$ cat src/rtl/eaglesong_pkg.sv
// rtl/eaglesong_pkg.sv - shared Eaglesong rate constants and the block record
package eaglesong_pkg;

  localparam int EAGLESONG_RATE_BYTES = 32;
  localparam int EAGLESONG_RATE_BITS  = 256;

  typedef struct packed {
    logic [EAGLESONG_RATE_BITS-1:0] data;
    logic [6:0]                     length_bytes;
    logic [7:0]                     round_num;
    logic                           last;
  } eaglesong_blk_t;

endpackage

$ cat src/rtl/eaglesong_msg_packer_if.sv
// rtl/eaglesong_msg_packer_if.sv - byte intake and block output streams of the message packer
interface eaglesong_msg_packer_if;
  import eaglesong_pkg::*;

  logic                           in_valid;
  logic                           in_ready;
  logic [7:0]                     in_data;
  logic                           in_last;
  logic                           blk_valid;
  logic                           blk_ready;
  logic [EAGLESONG_RATE_BITS-1:0] blk_data;
  logic [6:0]                     blk_length_bytes;
  logic [7:0]                     blk_round_num;
  logic                           blk_last;

  modport master (
    output in_valid, in_data, in_last, blk_ready,
    input  in_ready, blk_valid, blk_data, blk_length_bytes, blk_round_num, blk_last
  );

  modport slave (
    input  in_valid, in_data, in_last, blk_ready,
    output in_ready, blk_valid, blk_data, blk_length_bytes, blk_round_num, blk_last
  );

endinterface

$ cat src/rtl/eaglesong_blk_reg.sv
// rtl/eaglesong_blk_reg.sv - valid/ready holding register for one finished block
module eaglesong_blk_reg
  import eaglesong_pkg::*;
#(
  parameter type blk_t = eaglesong_blk_t
) (
  input  logic clk,
  input  logic reset_n,
  input  logic load_i,
  input  blk_t load_blk_i,
  input  logic ready_i,
  output logic valid_o,
  output blk_t blk_o
);

  logic valid_q, valid_d;
  blk_t blk_q, blk_d;

  // The caller only loads when the register is empty or being drained this cycle.
  always_comb begin
    valid_d = valid_q;
    blk_d   = blk_q;
    if (load_i) begin
      valid_d = 1'b1;
      blk_d   = load_blk_i;
    end else if (ready_i) begin
      valid_d = 1'b0;
    end
  end

  always_ff @(posedge clk or negedge reset_n) begin
    if (!reset_n) begin
      valid_q <= 1'b0;
      blk_q   <= '0;
    end else begin
      valid_q <= valid_d;
      blk_q   <= blk_d;
    end
  end

  assign valid_o = valid_q;
  assign blk_o   = blk_q;

endmodule

$ cat src/rtl/eaglesong_msg_packer.sv
// rtl/eaglesong_msg_packer.sv - packs a byte stream into 256-bit Eaglesong rate blocks
// Optional EAGLESONG_PACKER_STATS_EN adds the completed-message counter.
module eaglesong_msg_packer
  import eaglesong_pkg::*;
#(
  parameter int RATE_BYTES = EAGLESONG_RATE_BYTES
) (
  input  logic                   clk,
  input  logic                   reset_n,
  eaglesong_msg_packer_if.slave  bus,
  output logic                   err_round_ovf,
  output logic [15:0]            msg_count
);

  localparam logic [5:0] FULL_CNT = 6'(RATE_BYTES);

  logic [EAGLESONG_RATE_BITS-1:0] acc_q, acc_d, merge_data;
  logic [5:0]                     acc_cnt_q, acc_cnt_d, merge_cnt;
  logic                           acc_last_q, acc_last_d, merge_last;
  logic [7:0]                     round_q, round_d;
  logic                           err_q, err_d;
  logic                           acc_done_q, out_free, accept, transfer;
  eaglesong_blk_t                 xfer_blk, out_blk;
  logic                           out_valid;

  assign acc_done_q  = (acc_cnt_q == FULL_CNT) || acc_last_q;
  assign out_free    = !out_valid || bus.blk_ready;
  assign bus.in_ready = !(acc_done_q && !out_free);
  assign accept      = bus.in_valid && bus.in_ready;

  // The incoming byte is merged before the completion test so a block can
  // reach the output register on the same edge that accepts its last byte.
  always_comb begin
    merge_data = acc_q;
    merge_cnt  = acc_cnt_q;
    merge_last = acc_last_q;
    if (accept && !acc_done_q) begin
      merge_data[{acc_cnt_q[4:0], 3'b000} +: 8] = bus.in_data;
      merge_cnt  = acc_cnt_q + 6'd1;
      merge_last = acc_last_q | bus.in_last;
    end
  end

  assign transfer = out_free && ((merge_cnt == FULL_CNT) || merge_last);

  always_comb begin
    xfer_blk              = '0;
    xfer_blk.data         = merge_data;
    xfer_blk.length_bytes = {1'b0, merge_cnt};
    xfer_blk.round_num    = round_q;
    xfer_blk.last         = merge_last;
  end

  // A byte accepted while a stalled complete block leaves starts the cleared accumulator.
  always_comb begin
    acc_d      = merge_data;
    acc_cnt_d  = merge_cnt;
    acc_last_d = merge_last;
    round_d    = round_q;
    err_d      = err_q;
    if (transfer) begin
      acc_d      = '0;
      acc_cnt_d  = '0;
      acc_last_d = 1'b0;
      if (accept && acc_done_q) begin
        acc_d[7:0] = bus.in_data;
        acc_cnt_d  = 6'd1;
        acc_last_d = bus.in_last;
      end
      if (merge_last) begin
        round_d = '0;
      end else if (round_q == 8'hFF) begin
        err_d = 1'b1;
      end else begin
        round_d = round_q + 8'd1;
      end
    end
  end

  always_ff @(posedge clk or negedge reset_n) begin
    if (!reset_n) begin
      acc_q      <= '0;
      acc_cnt_q  <= '0;
      acc_last_q <= 1'b0;
      round_q    <= '0;
      err_q      <= 1'b0;
    end else begin
      acc_q      <= acc_d;
      acc_cnt_q  <= acc_cnt_d;
      acc_last_q <= acc_last_d;
      round_q    <= round_d;
      err_q      <= err_d;
    end
  end

  eaglesong_blk_reg #(.blk_t(eaglesong_blk_t)) u_blk_reg (
    .clk        (clk),
    .reset_n    (reset_n),
    .load_i     (transfer),
    .load_blk_i (xfer_blk),
    .ready_i    (bus.blk_ready),
    .valid_o    (out_valid),
    .blk_o      (out_blk)
  );

  assign bus.blk_valid        = out_valid;
  assign bus.blk_data         = out_blk.data;
  assign bus.blk_length_bytes = out_blk.length_bytes;
  assign bus.blk_round_num    = out_blk.round_num;
  assign bus.blk_last         = out_blk.last;
  assign err_round_ovf        = err_q;

`ifdef EAGLESONG_PACKER_STATS_EN
  logic [15:0] msg_cnt_q, msg_cnt_d;

  always_comb begin
    msg_cnt_d = msg_cnt_q;
    if (out_valid && bus.blk_ready && out_blk.last) begin
      msg_cnt_d = msg_cnt_q + 16'd1;
    end
  end

  always_ff @(posedge clk or negedge reset_n) begin
    if (!reset_n) begin
      msg_cnt_q <= '0;
    end else begin
      msg_cnt_q <= msg_cnt_d;
    end
  end

  assign msg_count = msg_cnt_q;
`else
  assign msg_count = '0;
`endif

endmodule

$ cat src/flat_wrapper.sv
// flat-port wrapper written by rule: the top's interface ports become plain ports
module eaglesong_msg_packer_flat import eaglesong_pkg::*;
#(
  parameter int RATE_BYTES = EAGLESONG_RATE_BYTES
)
  (clk, reset_n, err_round_ovf, msg_count, bus_in_valid, bus_in_data, bus_in_last, bus_blk_ready, bus_in_ready, bus_blk_valid, bus_blk_data, bus_blk_length_bytes, bus_blk_round_num, bus_blk_last);
  eaglesong_msg_packer_if bus_i ();
  input  logic clk;
  input  logic reset_n;
  output logic err_round_ovf;
  output logic [15:0] msg_count;
  input wire logic [$bits(bus_i.in_valid)-1:0] bus_in_valid;
  input wire logic [$bits(bus_i.in_data)-1:0] bus_in_data;
  input wire logic [$bits(bus_i.in_last)-1:0] bus_in_last;
  input wire logic [$bits(bus_i.blk_ready)-1:0] bus_blk_ready;
  output wire logic [$bits(bus_i.in_ready)-1:0] bus_in_ready;
  output wire logic [$bits(bus_i.blk_valid)-1:0] bus_blk_valid;
  output wire logic [$bits(bus_i.blk_data)-1:0] bus_blk_data;
  output wire logic [$bits(bus_i.blk_length_bytes)-1:0] bus_blk_length_bytes;
  output wire logic [$bits(bus_i.blk_round_num)-1:0] bus_blk_round_num;
  output wire logic [$bits(bus_i.blk_last)-1:0] bus_blk_last;
  assign bus_i.in_valid = bus_in_valid;
  assign bus_i.in_data = bus_in_data;
  assign bus_i.in_last = bus_in_last;
  assign bus_i.blk_ready = bus_blk_ready;
  assign bus_in_ready = bus_i.in_ready;
  assign bus_blk_valid = bus_i.blk_valid;
  assign bus_blk_data = bus_i.blk_data;
  assign bus_blk_length_bytes = bus_i.blk_length_bytes;
  assign bus_blk_round_num = bus_i.blk_round_num;
  assign bus_blk_last = bus_i.blk_last;
  eaglesong_msg_packer #(.RATE_BYTES(RATE_BYTES)) u_core (.clk(clk), .reset_n(reset_n), .bus(bus_i), .err_round_ovf(err_round_ovf), .msg_count(msg_count));
endmodule
$ cat config.mk
export PLATFORM = sky130hd
export DESIGN_NAME = eaglesong_msg_packer_flat
export DESIGN_NICKNAME = d
export VERILOG_FILES = /design/src/rtl/eaglesong_pkg.sv /design/src/rtl/eaglesong_msg_packer_if.sv /design/src/rtl/eaglesong_blk_reg.sv /design/src/rtl/eaglesong_msg_packer.sv /design/src/flat_wrapper.sv
export SDC_FILE = /design/constraint.sdc
export NUM_CORES = 1
export LEC_CHECK = 0
export ABC_CLOCK_PERIOD_IN_PS = 5500
export CELL_PAD_IN_SITES_DETAIL_PLACEMENT = 0
export CELL_PAD_IN_SITES_GLOBAL_PLACEMENT = 1
export CORE_MARGIN = 2
export CORE_UTILIZATION = 30
export CTS_BUF_LIST = sky130_fd_sc_hd__clkbuf_16
export DETAILED_ROUTE_END_ITERATION = 8
export HOLD_SLACK_MARGIN = 0.05
export PLACE_DENSITY = 0.58
export SLEW_MARGIN = 20
export SYNTH_ARGS = -nofsm -noshare
export SYNTH_HDL_FRONTEND = slang
export SYNTH_HIERARCHICAL = 1
export SYNTH_SLANG_ARGS = --single-unit
$ cat constraint.sdc
create_clock -name clk -period 5.5 [get_ports clk]
set_input_delay 0.55 -clock clk [delete_from_list [all_inputs] [get_ports clk]]
set_output_delay 0.55 -clock clk [all_outputs]
set_load 0.02 [all_outputs]
==> flow_metrics.tcl, run 1 <==
set metrics [dict create \
    outcome "completed" \
    power_density_nw_per_um2 345 \
    hold_class "input pin to async pin" \
    cts_root_buf "clkbuf_16" \
    fp.dieArea_um2 82300 \
    cts_sinks 545 \
    die_x_um 287 \
    critPathSlowestCell "buf_4" \
    finalSetupViolations 0 \
    ys_seq_area_frac 0.568 \
    endpoint_kind "flop" \
    syn_area_um2 24000 \
    setup_tns_ps 0 \
    internal_power_mw 7.26 \
    drt_iter0_drc 1025 \
    vias 15300 \
    cp.arrival_ps 5080 \
    synth_area_leader_cell "dfrtp_1" \
    reg2reg_setup_slack_ps 960 \
    place_congestion 0.747 \
    clkPwrFrac 0.396 \
    regArea_um2 13600 \
    grt_pass1_wl_um 102000 \
    multi_input_area_um2 9490 \
    drive_above_1_share 0.279 \
    viasPerCell 4.59 \
    synth-seq-cells 545 \
    rsz0062_at_grt "no" \
    dp.final_hpwl_um 42900 \
    cts-htree-levels 2 \
    num-fill-cells 7708 \
    initial_core_util 0.304 \
    fmax_mhz 220 \
    ys_types 62 \
    critical_path_buf_inv_count 3 \
    avgSynthCellArea_um2 12.2 \
    critPathLaunchType "flop" \
    crit_path_max_incr_delay_ps 680 \
    finalClockSkew_ps 16.2 \
    track_usage 0.162 \
    worstSetupPathType "flop to flop" \
    r2r_cells 10 \
    clk_pin_slew_ps 60 \
    layout_min_cycle_time_ps 4540 \
    cts_resized 0 \
    core-area_um2 79100 \
    drv_slew 0 \
    ir_drop_mv 0.231 \
    wl_per_cell_um 19.9 \
    switching_power_mw 2.95 \
    synth_edf_count 0 \
    synthArstFlopShare 1.00 \
    cts.path.max_buffers 3 \
    cts-buffers-inserted 61 \
    routed_wirelength_um 66300 \
    worst-slew-pin-transition_ps 1060 \
    cap_violations 0 \
    crit_chain "inv_1 > ha_1 > or4b_1 > o211ai_2 > mux2i_1 > a211oi_4 > o21ai_4 > buf_4 > buf_4 > and2_1" \
    cts_tree "built" \
    postCtsSetupBuffers 0 \
    synthCells 1970 \
    final_nets 2251 \
    path_delay_family "buffers and inverters" \
    grt_pass1_vias 16000 \
    clk_latency_ps 630 \
    drc 0 \
    cts_hold_buffers 1 \
    pwr-share-seq 0.428 \
    syn_to_final_growth_pct 23.2 \
    crit_required_ps 6050 \
    critical_path.max_fanout 82 \
    grt_overflow 0 \
    num_rows 103 \
    r2r-start "u_core/acc_cnt_q[0]" \
    p_comb_frac 0.176 \
    max_slew_margin 0.295 \
    yosysWarningCount 6 \
    crit_path_frequent_cell "buf_4" \
    timing.rr.end "u_core/acc_q[229]" \
    synth_ff_type "dfrtp_1" \
    grt_max_degree 165 \
    portBuffers 287 \
    leakagePower_nw 14.3 \
    ant_nets 0 \
    synth_area_leaders "dfrtp_1, mux2_2, and2_1" \
    io_pins 304 \
    synth.top_cell.area_share 0.568 \
    die-height_um 287 \
    switching_share 0.289 \
    hold_viol_final 0 \
    final_core_util 0.374 \
    drt_first_pass_iters 6 \
    antenna_found_initial 6 \
    fin_crit_sh 0.825 \
]
==> worst max-delay path by stage <==
| stage | start | to | slack (ps) | cells past startpoint |
|---|---|---|---|---|
| after floorplan | u_core/acc_cnt_q[0] | u_core/u_blk_reg/blk_o[0] | 2160 | 14 |
| after global placement | u_core/acc_cnt_q[0] | u_core/acc_q[163] | 1160 | 10 |
| after detailed placement | u_core/acc_cnt_q[0] | u_core/acc_q[198] | 990 | 10 |
| after CTS | u_core/acc_cnt_q[0] | u_core/acc_q[231] | 970 | 10 |
| after global routing | u_core/acc_cnt_q[0] | u_core/acc_q[229] | 630 | 10 |
| final | u_core/acc_cnt_q[0] | u_core/acc_q[229] | 960 | 10 |
==> layer usage <==
layer / GRT usage / vias up / wire length [µm]
met4: 0.0336 / 0 / 1110
met2: 0.258 / 352 / 30600
li1: - / 7155 / -
met3: 0.0466 / 71 / 4490
met1: 0.218 / 7715 / 30100
met5: 0 / - / 0
==> power by group through the flow <==
stage	combinational, mW	clock, mW	sequential, mW
5_1_grt	1.96	4.37	4.40
2_1_floorplan	1.01	0	4.52
6_report	1.80	4.04	4.37
4_1_cts	1.83	4.20	4.37
3_3_place_gp	1.79	0	4.44
3_5_place_dp	1.83	0	4.45
==> Yosys cell counts (8+ instances only) <==
library cell and count:
a21oi_1 116, and2_1 211, buf_2 8, buf_4 25, buf_6 15, clkbuf_1 52
clkbuf_8 25, dfrtp_1 545, inv_1 8, mux2_2 417, nand2_1 286, nand2b_1 28
nand3_1 12, nand4_1 17, nor2_1 27, o2bb2ai_1 8, or2_2 85
==> layout make-up <==
class	instances	share of cell area
multi-input combinational	1305	0.321
inverter	9	0.00140
clock buffer	61	0.0516
tap	1050	0.0444
sequential	545	0.461
antenna	3	0.000254
timing repair buffer	310	0.106
clock inverter	50	0.0148
==> flip-flops by register name (all words and copies together), names as in the netlist <==
register	flops
u_core/u_blk_reg/valid_o	1
u_core/u_blk_reg/blk_o	272
u_core/acc_cnt_q	6
u_core/acc_q	256
u_core/acc_last_q	1
u_core/err_round_ovf	1
u_core/round_q	8
==> metrics by stage <==
step | cells | instance area [µm²] | setup WS, ps | total power [mW] | hold slack (ps)
2_1_floorplan | 1986 | 24100 | 2160 | 5.53 | 254
3_3_place_gp | 3218 | 27600 | 1160 | 6.23 | 473
3_5_place_dp | 3218 | 27600 | 988 | 6.27 | 476
4_1_cts | 3330 | 29600 | 971 | 10.4 | 425
5_1_grt | 3330 | 29600 | 631 | 10.7 | 443
6_report | 3333 | 29600 | 964 | 10.2 | 425
==> cells in the final DEF, fill, tap and decap left out, types with 3 or more instances in the layout <==
master	count
mux2_2	417
nor3_1	6
clkbuf_16	61
buf_4	12
dfrtp_1	545
nand4_1	17
clkinv_2	12
or2_2	85
nor2_1	22
o211ai_1	4
bufinv_16	8
a31oi_1	3
buf_12	10
a21o_1	5
inv_1	16
xnor2_1	4
clkinv_1	17
nor2_2	3
nand2_1	286
and2_1	211
diode_2	3
nor2b_1	6
o2bb2ai_1	8
buf_2	8
conb_1	17
nand2b_1	28
and3_1	4
or3_1	3
nand3_1	12
ha_1	6
a21oi_1	116
and4_1	4
clkdlybuf4s50_1	278
==> cells by family after synthesis <==
group / Yosys count / synth area share
flops: 545 / 0.568
mux: 419 / 0.196
buf+inv: 136 / 0.0407
compound gates: 160 / 0.0401
fa+ha+maj: 6 / 0.00313
other cells: 1 / 0.000156
xor+xnor: 4 / 0.00146
simple gates: 699 / 0.150
Power figures use the tool's default switching activity.
==> run 2, diff against run 1 <==
Settings changed: ABC_CLOCK_PERIOD_IN_PS 5500 to 4700.
Clock period 5.5 ns to 4.7 ns, I/O delays scaled along.
==> run 2 against run 1 <==
Net effect:
- clock-buffer cell count rose by 6
- core utilization rose by 0.13 points
- sequential share of layout area fell by 0.16 points
- critical path type unchanged
- critical endpoint is now u_core/u_blk_reg/blk_o[126]
==> flow_metrics.tcl, run 2 (synthesis results as in run 1) <==
set metrics [dict create \
    outcome "completed" \
    internal_power_mw 8.33 \
    layout_commonest_cell "dfrtp_1" \
    hold_ws_ps 478 \
    drv_slew 0 \
    critical_path.max_fanout 63 \
    multi_input_area_um2 9480 \
    crit_required_ps 5170 \
    initial_core_util 0.304 \
    cts-htree-levels 3 \
    cts-buffers-inserted 66 \
    drt_iter0_drc 840 \
    clkPwrFrac 0.389 \
    io_pins 304 \
    finalSetupViolations 0 \
    crit_path_max_incr_delay_ps 630 \
    place_congestion 0.772 \
    dp.final_hpwl_um 43500 \
    drt_first_pass_iters 7 \
    cts_tree "built" \
    critical_path_buf_inv_count 3 \
    core-area_um2 79100 \
    viasPerCell 4.63 \
    fmax_mhz 240 \
    critPathSlowestCell "or4b_1" \
    hold_class "flop to flop" \
    final_nets 2275 \
    dp.cells 3237 \
    largest_register_ffs 272 \
    drc 0 \
    die_x_um 287 \
    crit_chain "inv_1 > ha_1 > or4b_1 > o211ai_2 > mux2i_1 > a211oi_4 > o21ai_4 > inv_8 > buf_12 > mux2_2" \
    grt_overflow 0 \
    clk_pin_slew_ps 60 \
    die-height_um 287 \
    num-fill-cells 7815 \
    layout_min_cycle_time_ps 4170 \
    met3_usage 0.0384 \
    syn_to_final_growth_pct 23.7 \
    ir_drop_mv 0.242 \
    hold_viol_final 0 \
    grt_pass1_wl_um 102000 \
    final_cell_mix "dfrtp_1, mux2_2, nand2_1" \
    cp.arrival_ps 4640 \
    rsz0062_at_grt "no" \
    pwr-share-seq 0.433 \
    use_met2 0.262 \
    p_total_mw 11.8 \
    grt_busiest_layer "met2" \
    switching_power_mw 3.47 \
    fp.dieArea_um2 82300 \
    leakagePower_nw 14.5 \
    n_antenna_cell 0 \
    antenna_found_initial 5 \
    worst-slew-pin-transition_ps 996 \
    cts.path.max_buffers 3 \
    routed_wirelength_um 67300 \
    setup_tns_ps 0 \
    track_usage 0.164 \
    cts_sinks 545 \
    grt_pass1_vias 16200 \
    p_comb_frac 0.178 \
    finalClockSkew_ps 21.0 \
    worstSetupPathType "flop to flop" \
    grt_max_degree 151 \
    max_slew_margin 0.335 \
    final_cells 3354 \
    power_density_nw_per_um2 397 \
    switching_share 0.294 \
    portBuffers 287 \
    path_delay_family "buffers and inverters" \
    cts_root_buf "clkbuf_16" \
    num_rows 103 \
    fin_crit_sh 0.887 \
    critPathLaunchType "flop" \
    regArea_um2 13600 \
    ant_nets 0 \
    clk_latency_ps 600 \
    design_area_um2 29700 \
    use_met1 0.223 \
    wl_per_cell_um 20.1 \
    drive_above_1_share 0.283 \
    postPlaceCellArea_um2 27800 \
    cap_violations 0 \
    endpoint_kind "flop" \
    vias 15500 \
]
==> run 2: cell count changes in the layout (fill, tap and decap cells not counted), sizes merged <==
cell and change:
bufinv -8, buf +19, diode -3, clkinv -8, inv +15, clkbuf +6
==> run 2: metrics by stage <==
step | worst slack [ps] | utilization
floorplan | 1360 | -
global placement | 713 | 0.351
detailed placement | 569 | 0.351
CTS | 559 | 0.375
global route | 269 | 0.375
finish | 532 | 0.375
==> run 2: final timing paths <==
kind / slack (ps) / startpoint / end / depth (start not counted)
setup reg to reg: 530 / u_core/acc_cnt_q[0] / u_core/u_blk_reg/blk_o[126] / 10
hold / removal: 480 / u_core/err_round_ovf / u_core/err_round_ovf / 1
hold reg to reg: 480 / u_core/err_round_ovf / u_core/err_round_ovf / 1
min in group asynchronous: 490 / reset_n / u_core/u_blk_reg/blk_o[92] / 2
setup / recovery: 530 / u_core/acc_cnt_q[0] / u_core/u_blk_reg/blk_o[126] / 10
max in group asynchronous: 3020 / reset_n / u_core/acc_q[173] / 3
==> run 2: repair_timing <==
action,in CTS,in global routing
hold buffers,1,0
setup buffers,0,0
gates resized for setup,0,0
endpoints found under the hold margin,72,0
==> run 2: per-layer routing <==
metal,up-vias,share of wire,wire length [µm]
met5,-,0,0
met1,7884,0.46,30900
met2,351,0.46,31200
met3,78,0.057,3840
met4,0,0.019,1250
li1,7203,-,-
==> run 2: layout make-up <==
| class | instances | area share |
|---|---|---|
| timing repair buffer | 329 | 0.111 |
| tap | 1050 | 0.0442 |
| clock buffer | 67 | 0.0565 |
| inverter | 9 | 0.00139 |
| clock inverter | 49 | 0.00859 |
| sequential | 545 | 0.459 |
| multi-input combinational | 1305 | 0.319 |
==> run 2: worst register-to-register path: cells and delay by family (launching register included) <==
kind	cells	cell delay, ps
mux	2	610
buf+inv	3	1010
simple gates	1	630
compound gates	3	800
flops	1	520
fa+ha+maj	1	490
==> run 2: power groups by stage <==
stage / Clock, mW / Sequential, mW / Combinational (mW)
after floorplan: 0 / 5.29 / 1.18
after global placement: 0 / 5.19 / 2.11
after detailed placement: 0 / 5.20 / 2.14
after CTS: 4.79 / 5.12 / 2.14
after global routing: 5.00 / 5.14 / 2.30
final: 4.59 / 5.11 / 2.10
==> run 3, diff against run 2 <==
Settings changed: ABC_CLOCK_PERIOD_IN_PS 4700 to 5200, TNS_END_PERCENT from default to 5.
Clock period 4.7 ns to 5.2 ns, I/O delays scaled along.
==> run 3 against run 2 <==
Net effect:
- critical path depth unchanged
- clock power down 7.4%
- setup slack better by 490 ps
- total power down 8.6%
- combinational power down 9.5%
- critical path type unchanged
- critical endpoint is now u_core/u_blk_reg/blk_o[9]
==> flow_metrics.tcl, run 3 (synthesis results as in run 1) <==
set metrics [dict create \
    initial_core_util 0.304 \
    dp.cells 3220 \
    fin_crit_sh 0.803 \
    hold_viol_final 0 \
    dp.final_hpwl_um 43400 \
    clkPwrFrac 0.394 \
    crit_chain "inv_1 > ha_1 > or4b_1 > o211ai_2 > mux2i_1 > a211oi_4 > o21ai_4 > inv_8 > buf_12 > mux2_2" \
    critical_path.max_fanout 64 \
    final_nets 2253 \
    rsz0062_at_grt "no" \
    final_cells 3336 \
    viasPerCell 4.64 \
    postCtsSetupBuffers 0 \
    hold_class "flop to flop" \
    track_usage 0.164 \
    portBuffers 287 \
    max_slew_margin 0.283 \
    num_rows 103 \
    ant_nets 0 \
    cts_root_buf "clkbuf_16" \
    cts.path.max_buffers 3 \
    cp.arrival_ps 4660 \
    path_delay_family "buffers and inverters" \
    clk_pin_slew_ps 60 \
    cap_violations 0 \
    worstSetupPathType "flop to flop" \
    cts_resized 0 \
    cts_tree "built" \
    cts_hold_buffers 1 \
    setup_tns_ps 0 \
    die_x_um 287 \
    syn_to_final_growth_pct 23.2 \
    switching_power_mw 3.10 \
    grt_max_degree 151 \
    clk_latency_ps 620 \
    drt_iter0_drc 988 \
    layout_commonest_cell "dfrtp_1" \
    fmax_mhz 239 \
    crit_path_max_incr_delay_ps 600 \
    grt_overflow 0 \
    critical_path_buf_inv_count 3 \
    routed_wirelength_um 67500 \
    power_density_nw_per_um2 364 \
    largest_register_ffs 272 \
    outcome "completed" \
    drive_above_1_share 0.277 \
    drt_first_pass_iters 6 \
    fp.dieArea_um2 82300 \
    wl_per_cell_um 20.2 \
    drc 0 \
    vias 15500 \
    p_comb_frac 0.176 \
    io_pins 304 \
    cts-buffers-inserted 61 \
    cts-htree-levels 2 \
    finalSetupViolations 0 \
    num-fill-cells 7717 \
    layout_min_cycle_time_ps 4180 \
    ir_drop_mv 0.235 \
    critPathSlowestCell "or4b_1" \
    cts_sinks 545 \
    leakagePower_nw 14.3 \
    core-area_um2 79100 \
    antenna_found_initial 3 \
    die-height_um 287 \
    final_cell_mix "dfrtp_1, mux2_2, nand2_1" \
    endpoint_kind "flop" \
    worst-slew-pin-transition_ps 1070 \
    internal_power_mw 7.68 \
    pwr-share-seq 0.429 \
    crit_required_ps 5690 \
    postPlaceCellArea_um2 27600 \
    finalClockSkew_ps 16.1 \
    grt_pass1_vias 16100 \
    grt_pass1_wl_um 103000 \
    place_congestion 0.784 \
    critPathLaunchType "flop" \
    drv_slew 0 \
    design_area_um2 29600 \
    switching_share 0.288 \
]
run 3: cell types whose count changed in the layout (fill, tap and decap cells not counted), sizes merged:
cell / change
inv: -9
clkinvlp: +2
buf: -17
clkinv: +1
clkbuf: -4
diode: +2
bufinv: +7
run 3: cell type report:
| class | instances | area (µm²) | area share |
|---|---|---|---|
| inverters | 9 | 41.3 | 0.00139 |
| flip-flops and latches | 545 | 13600 | 0.461 |
| repair buffers | 312 | 3130 | 0.106 |
| multi-input cells | 1305 | 9500 | 0.321 |
| clock inverters | 50 | 398 | 0.0134 |
| clock buffers | 63 | 1580 | 0.0533 |
| diodes | 2 | 5.00 | 0.000169 |
| well taps | 1050 | 1310 | 0.0444 |
run 3: power groups by stage:
stage	clock network, mW	registers, mW	logic, mW
6_report	4.25	4.63	1.90
5_1_grt	4.61	4.66	2.09
4_1_cts	4.42	4.64	1.94
3_5_place_dp	0	4.71	1.94
3_3_place_gp	0	4.70	1.90
2_1_floorplan	0	4.78	1.07
run 3: final timing paths:
check | startpoint | to | slack [ps] | depth (start not counted)
setup / recovery | u_core/acc_cnt_q[0] | u_core/u_blk_reg/blk_o[9] | 1020 | 10
hold / removal | u_core/err_round_ovf | u_core/err_round_ovf | 490 | 1
setup reg to reg | u_core/acc_cnt_q[0] | u_core/u_blk_reg/blk_o[9] | 1020 | 10
hold reg to reg | u_core/err_round_ovf | u_core/err_round_ovf | 490 | 1
max in group asynchronous | reset_n | u_core/u_blk_reg/blk_o[116] | 3290 | 3
min in group asynchronous | reset_n | u_core/acc_q[76] | 590 | 2
run 3: metrics by stage:
stage	util	setup slack [ps]	total power, mW	hold WS (ps)
2_1_floorplan	-	1860	5.85	224
3_3_place_gp	0.349	1160	6.61	478
3_5_place_dp	0.349	1020	6.65	478
4_1_cts	0.374	1010	11.0	491
5_1_grt	0.374	762	11.4	514
6_report	0.374	1020	10.8	488
run 3: layer usage:
layer / global-route usage / share of wire / up-vias
met5: 0 / 0 / -
met4: 0.0379 / 0.018 / 0
met3: 0.0335 / 0.053 / 84
met2: 0.264 / 0.47 / 351
met1: 0.227 / 0.46 / 7884
li1: - / - / 7171
